`src/rtl/clk_div_pkg.sv`:
```
// -----------------------------------------------------------------------------
// clk_div_pkg
// Shared definitions for the even clock-divider sequencer:
//   - ctrl_state_e    : sequencer state encoding
//   - MIN_RATIO_DEF   : default smallest legal divide ratio
//   - ratio_is_legal(): a ratio is legal when it is even and >= the minimum
// -----------------------------------------------------------------------------
package clk_div_pkg;

  typedef enum logic [2:0] {
    IDLE      = 3'd0,
    WAIT_EDGE = 3'd1,
    DISABLE   = 3'd2,
    LOAD      = 3'd3,
    ENABLE    = 3'd4,
    SETTLE    = 3'd5
  } ctrl_state_e;

  localparam int unsigned MIN_RATIO_DEF = 32'd2;

  // Callers zero-extend the ratio to 32 bits so one function serves any width.
  function automatic logic ratio_is_legal(input logic [31:0] ratio,
                                          input logic [31:0] min_ratio);
    return (ratio[0] == 1'b0) && (ratio >= min_ratio);
  endfunction

endpackage

```
`src/rtl/clk_div_edge_det.sv`:
```
// -----------------------------------------------------------------------------
// clk_div_edge_det
// Registers the divided clock and flags its falling edge.
// Ports:
//   i_clk     : reference clock
//   i_rst     : synchronous reset, active-high
//   i_div_clk : divider output (already i_clk-synchronous)
//   o_fall    : high while the previous sample was 1 and the current one is 0
// -----------------------------------------------------------------------------
module clk_div_edge_det (
  input  logic i_clk,
  input  logic i_rst,
  input  logic i_div_clk,
  output logic o_fall
);

  logic div_q;

  // One-cycle history of the divided clock.
  always_ff @(posedge i_clk) begin
    if (i_rst) begin
      div_q <= 1'b0;
    end else begin
      div_q <= i_div_clk;
    end
  end

  // The input is already a registered signal, so this compare is glitch-free.
  assign o_fall = div_q & ~i_div_clk;

endmodule

```
`src/rtl/clk_div_ctrl.sv`:
```
// -----------------------------------------------------------------------------
// clk_div_ctrl
// Owns the ratio/enable inputs of an even integer clock divider and changes
// them glitch-free: wait for a falling edge of the divided clock, disable,
// reload the ratio, re-enable, then report lock after one full new period.
//
// Optional build macro: CLK_DIV_CTRL_TIMEOUT_EN
//   defined   - the falling-edge wait gives up after 2*o_div_ratio cycles,
//               pulses o_timeout and forces the disable step.
//   undefined - the edge wait is unbounded and o_timeout is tied low.
//
// Ports:
//   i_clk        reference clock (also clocks the divider)
//   i_rst        synchronous reset, active-high
//   i_req_valid  ratio-change request valid
//   i_req_ratio  requested divide ratio
//   o_req_ready  controller can accept a request
//   i_div_clk    divider output (registered, i_clk-synchronous)
//   o_div_ratio  ratio driven to divider
//   o_div_en     enable driven to divider
//   o_locked     divider running at the programmed ratio
//   o_err        one-cycle pulse: illegal request rejected
//   o_timeout    one-cycle pulse: edge wait timed out
// -----------------------------------------------------------------------------
module clk_div_ctrl
  import clk_div_pkg::*;
#(
  parameter int unsigned RATIO_WIDTH = 8,
  parameter int unsigned MIN_RATIO   = MIN_RATIO_DEF
) (
  input  logic                   i_clk,
  input  logic                   i_rst,
  input  logic                   i_req_valid,
  input  logic [RATIO_WIDTH-1:0] i_req_ratio,
  output logic                   o_req_ready,
  input  logic                   i_div_clk,
  output logic [RATIO_WIDTH-1:0] o_div_ratio,
  output logic                   o_div_en,
  output logic                   o_locked,
  output logic                   o_err,
  output logic                   o_timeout
);

  localparam logic [RATIO_WIDTH-1:0] RATIO_ONE   = {{(RATIO_WIDTH-1){1'b0}}, 1'b1};
  localparam logic [RATIO_WIDTH-1:0] RATIO_ZERO  = {RATIO_WIDTH{1'b0}};
  localparam logic [RATIO_WIDTH-1:0] RATIO_RESET = RATIO_WIDTH'(MIN_RATIO);

  ctrl_state_e            state_q;
  logic [RATIO_WIDTH-1:0] pend_q;
  logic [RATIO_WIDTH-1:0] settle_q;
  logic [RATIO_WIDTH-1:0] div_ratio_q;
  logic                   div_en_q;
  logic                   locked_q;
  logic                   ready_q;
  logic                   err_q;

  logic                   fall_s;
  logic                   req_fire_s;
  logic                   req_legal_s;
  logic                   req_same_s;

`ifdef CLK_DIV_CTRL_TIMEOUT_EN
  localparam logic [RATIO_WIDTH:0] TO_ONE  = {{RATIO_WIDTH{1'b0}}, 1'b1};
  localparam logic [RATIO_WIDTH:0] TO_ZERO = {(RATIO_WIDTH+1){1'b0}};

  logic [RATIO_WIDTH:0] to_cnt_q;
  logic [RATIO_WIDTH:0] to_limit_s;
  logic                 timeout_q;

  // Last count value of a 2*ratio cycle window; ratio >= 2 so no underflow.
  assign to_limit_s = {div_ratio_q, 1'b0} - TO_ONE;
`endif

  clk_div_edge_det u_edge_det (
    .i_clk     (i_clk),
    .i_rst     (i_rst),
    .i_div_clk (i_div_clk),
    .o_fall    (fall_s)
  );

  // Only IDLE ever holds ready high; the state term guards against a stray
  // ready bit after an upset.
  assign req_fire_s  = i_req_valid & ready_q & (state_q == IDLE);
  assign req_legal_s = ratio_is_legal(32'(i_req_ratio), 32'(MIN_RATIO));
  assign req_same_s  = locked_q & (div_ratio_q == i_req_ratio);

  // Sequencer: handshake, legality, edge wait, disable/reload/enable, settle.
  always_ff @(posedge i_clk) begin
    if (i_rst) begin
      state_q     <= IDLE;
      pend_q      <= RATIO_RESET;
      settle_q    <= RATIO_ZERO;
      div_ratio_q <= RATIO_RESET;
      div_en_q    <= 1'b0;
      locked_q    <= 1'b0;
      ready_q     <= 1'b1;
      err_q       <= 1'b0;
`ifdef CLK_DIV_CTRL_TIMEOUT_EN
      to_cnt_q    <= TO_ZERO;
      timeout_q   <= 1'b0;
`endif
    end else begin
      err_q <= 1'b0;
`ifdef CLK_DIV_CTRL_TIMEOUT_EN
      timeout_q <= 1'b0;
`endif
      case (state_q)
        IDLE: begin
`ifdef CLK_DIV_CTRL_TIMEOUT_EN
          to_cnt_q <= TO_ZERO;
`endif
          if (req_fire_s) begin
            if (!req_legal_s) begin
              err_q <= 1'b1;
            end else if (req_same_s) begin
              // Already running locked at this ratio: nothing to do.
              ready_q <= 1'b1;
            end else begin
              pend_q   <= i_req_ratio;
              ready_q  <= 1'b0;
              locked_q <= 1'b0;
              // A stopped divider has no edge to wait for.
              state_q  <= div_en_q ? WAIT_EDGE : LOAD;
            end
          end
        end
        WAIT_EDGE: begin
          if (fall_s) begin
            state_q <= DISABLE;
`ifdef CLK_DIV_CTRL_TIMEOUT_EN
          end else if (to_cnt_q == to_limit_s) begin
            timeout_q <= 1'b1;
            state_q   <= DISABLE;
          end else begin
            to_cnt_q <= to_cnt_q + TO_ONE;
`endif
          end
        end
        DISABLE: begin
          // Divided clock has just gone low, so stopping it cuts no pulse.
          div_en_q <= 1'b0;
          state_q  <= LOAD;
        end
        LOAD: begin
          div_ratio_q <= pend_q;
          state_q     <= ENABLE;
        end
        ENABLE: begin
          div_en_q <= 1'b1;
          settle_q <= pend_q - RATIO_ONE;
          state_q  <= SETTLE;
        end
        SETTLE: begin
          if (settle_q == RATIO_ZERO) begin
            locked_q <= 1'b1;
            ready_q  <= 1'b1;
            state_q  <= IDLE;
          end else begin
            settle_q <= settle_q - RATIO_ONE;
          end
        end
        default: begin
          // Unreachable encoding: fall back to a safe stopped, unlocked IDLE.
          div_en_q <= 1'b0;
          locked_q <= 1'b0;
          ready_q  <= 1'b1;
          state_q  <= IDLE;
        end
      endcase
    end
  end

  assign o_req_ready = ready_q;
  assign o_div_ratio = div_ratio_q;
  assign o_div_en    = div_en_q;
  assign o_locked    = locked_q;
  assign o_err       = err_q;
`ifdef CLK_DIV_CTRL_TIMEOUT_EN
  assign o_timeout   = timeout_q;
`else
  assign o_timeout   = 1'b0;
`endif

endmodule

```
`config.mk`:
```
export PLATFORM = sky130hd
export DESIGN_NAME = clk_div_ctrl
export DESIGN_NICKNAME = d
export VERILOG_FILES = /design/src/rtl/clk_div_pkg.sv /design/src/rtl/clk_div_edge_det.sv /design/src/rtl/clk_div_ctrl.sv
export SDC_FILE = /design/constraint.sdc
export NUM_CORES = 1
export LEC_CHECK = 0
export CAP_MARGIN = 20
export CORE_UTILIZATION = 51
export CTS_BUF_LIST = sky130_fd_sc_hd__clkbuf_2 sky130_fd_sc_hd__clkbuf_4 sky130_fd_sc_hd__clkbuf_8
export DETAILED_ROUTE_END_ITERATION = 8
export HOLD_SLACK_MARGIN = 0.08
export PLACE_DENSITY = 0.89
export RECOVER_POWER = 100
export SYNTH_ARGS = -nofsm -noshare
export SYNTH_HDL_FRONTEND = slang
export SYNTH_SLANG_ARGS = --single-unit
```
`constraint.sdc`:
```
create_clock -name i_clk -period 2.2 [get_ports i_clk]
set_input_delay 0.44 -clock i_clk [delete_from_list [all_inputs] [get_ports i_clk]]
set_output_delay 0.44 -clock i_clk [all_outputs]
set_load 0.02 [all_outputs]
```
## Word-level counts from Yosys, hierarchy flattened

Cells that the tools add are included.
Widths: inputs -> output; s select.

| word-level totals | value |
|---|---|
| bits in registers | 32 |
| bits in latches | 0 |
| bits in writable memories | 0 |
| memory bits (read-only) | 0 |
| bits of input ports | 12 |
| output and inout bits | 13 |
| word-level logic and storage cells | 66 |
| memories kept | 0 |

| cells by class | value |
|---|---|
| add/sub/neg operators | 2 |
| multiply operators | 0 |
| divide/modulo/power cells | 0 |
| order comparisons | 1 |
| eq/ne operators | 12 |
| shift-type cells | 0 |
| muxes and demuxes | 20 |
| bitwise logic cells | 10 |
| reduce and logical (&&, ||, !) cells | 12 |

Operators by type and width:

| cell | number |
|---|---|
| $pmux 3 s6 | 1 |
| $pmux 8 s2 | 1 |
| $sub 8x1->8 const B | 2 |
| $mux 3 | 5 |
| $ne 2x2->1 const B | 6 |
| $reduce_and 5->1 | 2 |
| $eq 8x8->1 | 1 |
| $ge 8x2->1 const B | 1 |
| $logic_not 8->1 | 1 |
| $mux 1 | 8 |
| $mux 8 | 1 |
| $reduce_and 4->1 | 2 |
| $reduce_or 4->1 | 2 |
| $eq 3x2->1 const B | 2 |
| $eq 3x3->1 const B | 2 |
| $not 1->1 | 6 |
| $pmux 1 s3 | 2 |
| $and 1x1->1 | 4 |
| $eq 3x1->1 const B | 1 |
| $logic_not 3->1 | 1 |
| $reduce_or 3->1 | 1 |
| $mux 2 | 1 |
| $pmux 1 s2 | 1 |
| $reduce_and 2->1 | 1 |
| other kinds (2) | 2 |

## Depth between registers and ports, before layout

| logic depth | value |
|---|---|
| depth after elaboration | 6 |
| mapped depth | 11 |
| mapped depth without buffers | 8 |

## Hierarchy

Synthesis repeated with hierarchy kept, for this count alone.

| second synthesis, totals | value |
|---|---|
| cell total of the unflattened synthesis | 216 |
| area total of the unflattened synthesis | 1740.4 um^2 |

By module, submodules not included:

| module | instances | cells each | area an instance (um^2) | seq. area each (um^2) |
|---|---|---|---|---|
| clk_div_ctrl | 1 | 213 | 1705.4 | 620.6 |
| clk_div_edge_det | 1 | 3 | 35.0 | 20.0 |

## Least setup slack after synthesis

No wires, ideal clock.

| path | value |
|---|---|
| path type | reg2reg |
| from | reg state_q[1] |
| to | reg settle_q[4] |
| library setup time | 0.070 ns |
| arrival time | 2.038 ns |
| data required time | 2.130 ns |
| slack | 0.092 ns |
| cell stages (with the launch flop) | 10 |
| buffers on the path | 3 |
| clock period less this slack | 2.108 ns |
| cells stage by stage | dfxtp_1 > buf_2 > nand3b_1 > buf_2 > mux2i_1 > ha_1 > clkbuf_1 > inv_1 > or3_1 > a21oi_1 |

| between the ends | value |
|---|---|
| cells in the longest elaborated chain, start to end | 3 |
| elaborated cells between the ends (all ways) | 6 |
| those cells by class | eq/ne: 3; mux: 1; reduce/logical: 2 |

Ends and longest elaborated chain:

| item | line | RTL |
|---|---|---|
| from (decl) | clk_div_ctrl.sv:48 | `ctrl_state_e state_q;` |
| from (signal assigned) | clk_div_ctrl.sv:123 | `state_q <= div_en_q ? WAIT_EDGE : LOAD;` |
| $eq 3x3->1 | clk_div_ctrl.sv:107 | `case (state_q)` |
| $ne 2x2->1 (no line) / $reduce_bool 2->1 (equally long branches) | -- |  |
| $reduce_and 2->1 (no line) | -- |  |
| to (signal assigned) | clk_div_ctrl.sv:150 | `settle_q <= pend_q - RATIO_ONE;` |
| to (signal assigned) | clk_div_ctrl.sv:159 | `settle_q <= settle_q - RATIO_ONE;` |
| to (decl) | clk_div_ctrl.sv:50 | `logic [RATIO_WIDTH-1:0] settle_q;` |

Parallel ways exist; a longest one is shown, timed or not.
A chain may end at the register's enable or synchronous reset.

## Worst setup path after layout

| path | value |
|---|---|
| from | in i_req_ratio[2] |
| to | reg pend_q[0] |

| between the ends | value |
|---|---|
| cells in the longest elaborated chain, start to end | 4 |
| elaborated cells between the ends (all ways) | 6 |
| those cells by class | order compare: 1; eq/ne: 1; bitwise: 2; reduce/logical: 2 |

Ends and longest elaborated chain:

| item | line | RTL |
|---|---|---|
| from (decl) | clk_div_ctrl.sv:34 | `input logic [RATIO_WIDTH-1:0] i_req_ratio,` |
| parallel branches: the longest is 3 deep, another holds $ge 8x2->1 | -- |  |
| $reduce_and 4->1 (no line) * | -- |  |
| to (signal assigned) | clk_div_ctrl.sv:119 | `pend_q <= i_req_ratio;` |
| to (decl) | clk_div_ctrl.sv:49 | `logic [RATIO_WIDTH-1:0] pend_q;` |

Mark *: on every way between the ends.

==> results.json <==
{
  "ios": 25,
  "grt_overflow": 0,
  "cpPeakStageDelay_ns": 0.59,
  "path_cells": "dlygate4sd3_1 > nor4_1 > a211oi_1 > o31ai_1 > nor2_2 > nor3b_1",
  "cts_root_buf": "clkbuf_4",
  "num_rows": 20,
  "crit_fanout": 10,
  "reg2reg_from": "state_q[1]",
  "drt_iter0_markers": 78,
  "clockBufferDepth": 2,
  "antenna_found_initial": 0,
  "fin_crit_ns": 1.98,
  "outcome": "complete, no violations",
  "slew_headroom_pct": 29.2,
  "powerDensity_nw_per_um2": 702,
  "avgSynthCellArea_um2": 8.31,
  "synth_ff_type": "dfxtp_1",
  "final_core_util_pct": 66.5,
  "routed_via_density": 5.82,
  "hold_path.class": "reg -> reg",
  "dp_hpwl_mm": 2.99,
  "multi_input_area_um2": 1000,
  "cts_tree": "done",
  "r2r_end": "settle_q[4]",
  "skew_ns": 0.0117,
  "syn_area_um2": 1740,
  "rr_worst_depth": 8,
  "port-buffer-count": 23,
  "cts.sinks": 32,
  "min_path_cells": 2,
  "num_vias": 1625,
  "synth_compound_area_share_pct": 18.1,
  "cts_setup_buffers": 0,
  "synth-simple-area-share_pct": 24.1,
  "syn_nets": 223,
  "post_cts_resized": 0,
  "die-width_um": 60.5,
  "diodes": 0,
  "holdBufCountCts": 0,
  "yosys_warnings": 0,
  "r2r_slack_ns": 0.27,
  "drive_gt1_share_pct": 7.66,
  "p_total_uw": 1470,
  "ys_ff_latch": 32,
  "hold_end": "settle_q[0]",
  "drc": 0,
  "synth_fa_ha_area_share_pct": 0.717,
  "first_pass_iters": 4,
  "seq_area_frac_synth_pct": 36.7,
  "grt_usage_pct": 25.9,
  "core_um2": 3150,
  "grt_pass1_vias": 1503,
  "ant_nets": 0,
  "muxShareOfSynthArea_pct": 10.4,
  "grt_pass1_wl_mm": 6.99,
  "synth-async-reset-ratio_pct": 0,
  "nNetsFinal": 247,
  "maxSlewViolCount": 0,
  "setup_viol": 0,
  "timing.fmax_ghz": 0.506,
  "wl_per_cell_um": 14.8,
  "start_util_pct": 55.3,
  "clk_pin_slew_ns": 0.10,
  "endpoint_kind": "flip-flop",
  "die_y_um": 60.5,
  "htree_levels": 2,
  "cp_slowest_cell": "dlygate4sd3_1",
  "worst_skew_pair.late_latency_ns": 0.34,
  "crit_type": "in -> reg",
  "final_hold_viol_count": 0,
  "synthCells": 210,
  "synth.distinct_cells": 47,
  "die-area_um2": 3660,
  "startpoint_type": "input pin",
  "rsz0062_at_grt": "no",
  "p_leak_uw": 0.000829,
  "cp.arrival_ns": 2.23,
  "final_common_cell": "dfxtp_1",
  "worstMarginPinSlew_ns": 1.06,
  "register_area_um2": 641,
  "critPathRequiredTime_ns": 2.45,
  "n_fill_cell": 272,
  "synth_edf_count": 0,
  "numCtsBuffers": 5,
  "gp_congestion": 0.871,
  "synth_xor_area_share_pct": 4.52,
  "grt_max_degree": 30,
  "max-cap-violations": 0,
  "syn2layout_area_growth_pct": 20.3,
  "finalCritPeriodShare_pct": 89.8,
  "synth_top_family_by_area": "simple AND/OR/NAND/NOR gates",
  "min-delay-start": "settle_q[0]",
  "drt-total-wl_mm": 4.14,
  "vdd_drop_max_v": 0.000383,
  "final_cell_mix": "dfxtp_1, nor2_1, mux2i_1, a21oi_1, nand2b_1"
}
per-layer routing:
| metal | track usage [%] | routed length, um | up-vias |
|---|---|---|---|
| met3 | 6.18 | 329 | 12 |
| met2 | 40.8 | 1910 | 78 |
| met4 | 12.3 | 99 | 0 |
| li1 | - | - | 797 |
| met1 | 33.4 | 1800 | 738 |
| met5 | 0 | 0 | - |
worst max-delay path, delay by kind of cell:
kind	cells	cell delay, ns
and+or+nand+nor	3	0.90
buffers and inverters	1	0.59
AOI/OAI and AO/OA	2	0.30
Yosys cell counts (5+ instances only):
cell	n	area share, %
dfxtp_1	32	37
nor2_1	22	4.7
a21oi_1	17	4.9
mux2i_1	17	9.8
nand2b_1	15	5.4
nand2_1	14	3.0
xnor2_1	9	4.5
clkbuf_1	8	1.7
nor3_1	8	2.3
o21ai_0	7	2.0
inv_1	6	1.3
nor4_1	5	1.8
sequential cells by signal, summed over array words and instances, names as in the netlist:
| signal | flops |
|---|---|
| o_req_ready | 1 |
| u_edge_det.div_q | 1 |
| pend_q | 8 |
| o_locked | 1 |
| o_err | 1 |
| settle_q | 8 |
| o_div_en | 1 |
| o_div_ratio | 8 |
| state_q | 3 |
per-stage QoR:
stage / hold slack, ns / TNS (ns) / instance area (um^2) / instances / setup WS, ns
3_5_place_dp: 0.469 / -0.116 / 2020 / 271 / -0.0433
6_report: 0.486 / 0 / 2100 / 279 / 0.224
3_3_place_gp: 0.468 / 0 / 2020 / 271 / 0.0493
2_1_floorplan: 0.449 / 0 / 1740 / 210 / 0.0920
4_1_cts: 0.489 / 0 / 2120 / 279 / 0.311
5_1_grt: 0.530 / 0 / 2100 / 279 / 0.102
report_power, final:
| group | internal, uW | switching (uW) |
|---|---|---|
| Sequential | 609 | 31.0 |
| Clock | 302 | 211 |
| Combinational | 140 | 180 |
| Total | 1050 | 422 |
cell families after synthesis:
kind of cell | after synthesis
DFF | 32
AOI/OAI and AO/OA | 48
buffers and inverters | 20
other | 1
adders and majority gates | 1
muxes | 18
and+or+nand+nor | 81
xor gates and xnor gates | 9
how the worst max path moves through the flow:
stage,from,end,slack [ns]
3_5_place_dp,i_req_ratio[3],pend_q[0],-0.04
2_1_floorplan,state_q[1],settle_q[4],0.09
5_1_grt,state_q[1],settle_q[4],0.10
4_1_cts,i_req_ratio[3],pend_q[0],0.31
3_3_place_gp,i_req_ratio[3],pend_q[7],0.05
6_report,i_req_ratio[2],pend_q[0],0.22
layout make-up:
cell class              count  area share, %
multi-input cells         158           47.8
repair buffers             31           13.5
clock buffers               7           3.10
well taps                  44           2.62
clock inverters             1           1.43
flip-flops and latches     32           30.5
inverters                   6           1.07
Note: power is estimated with default switching activity, not from simulation.
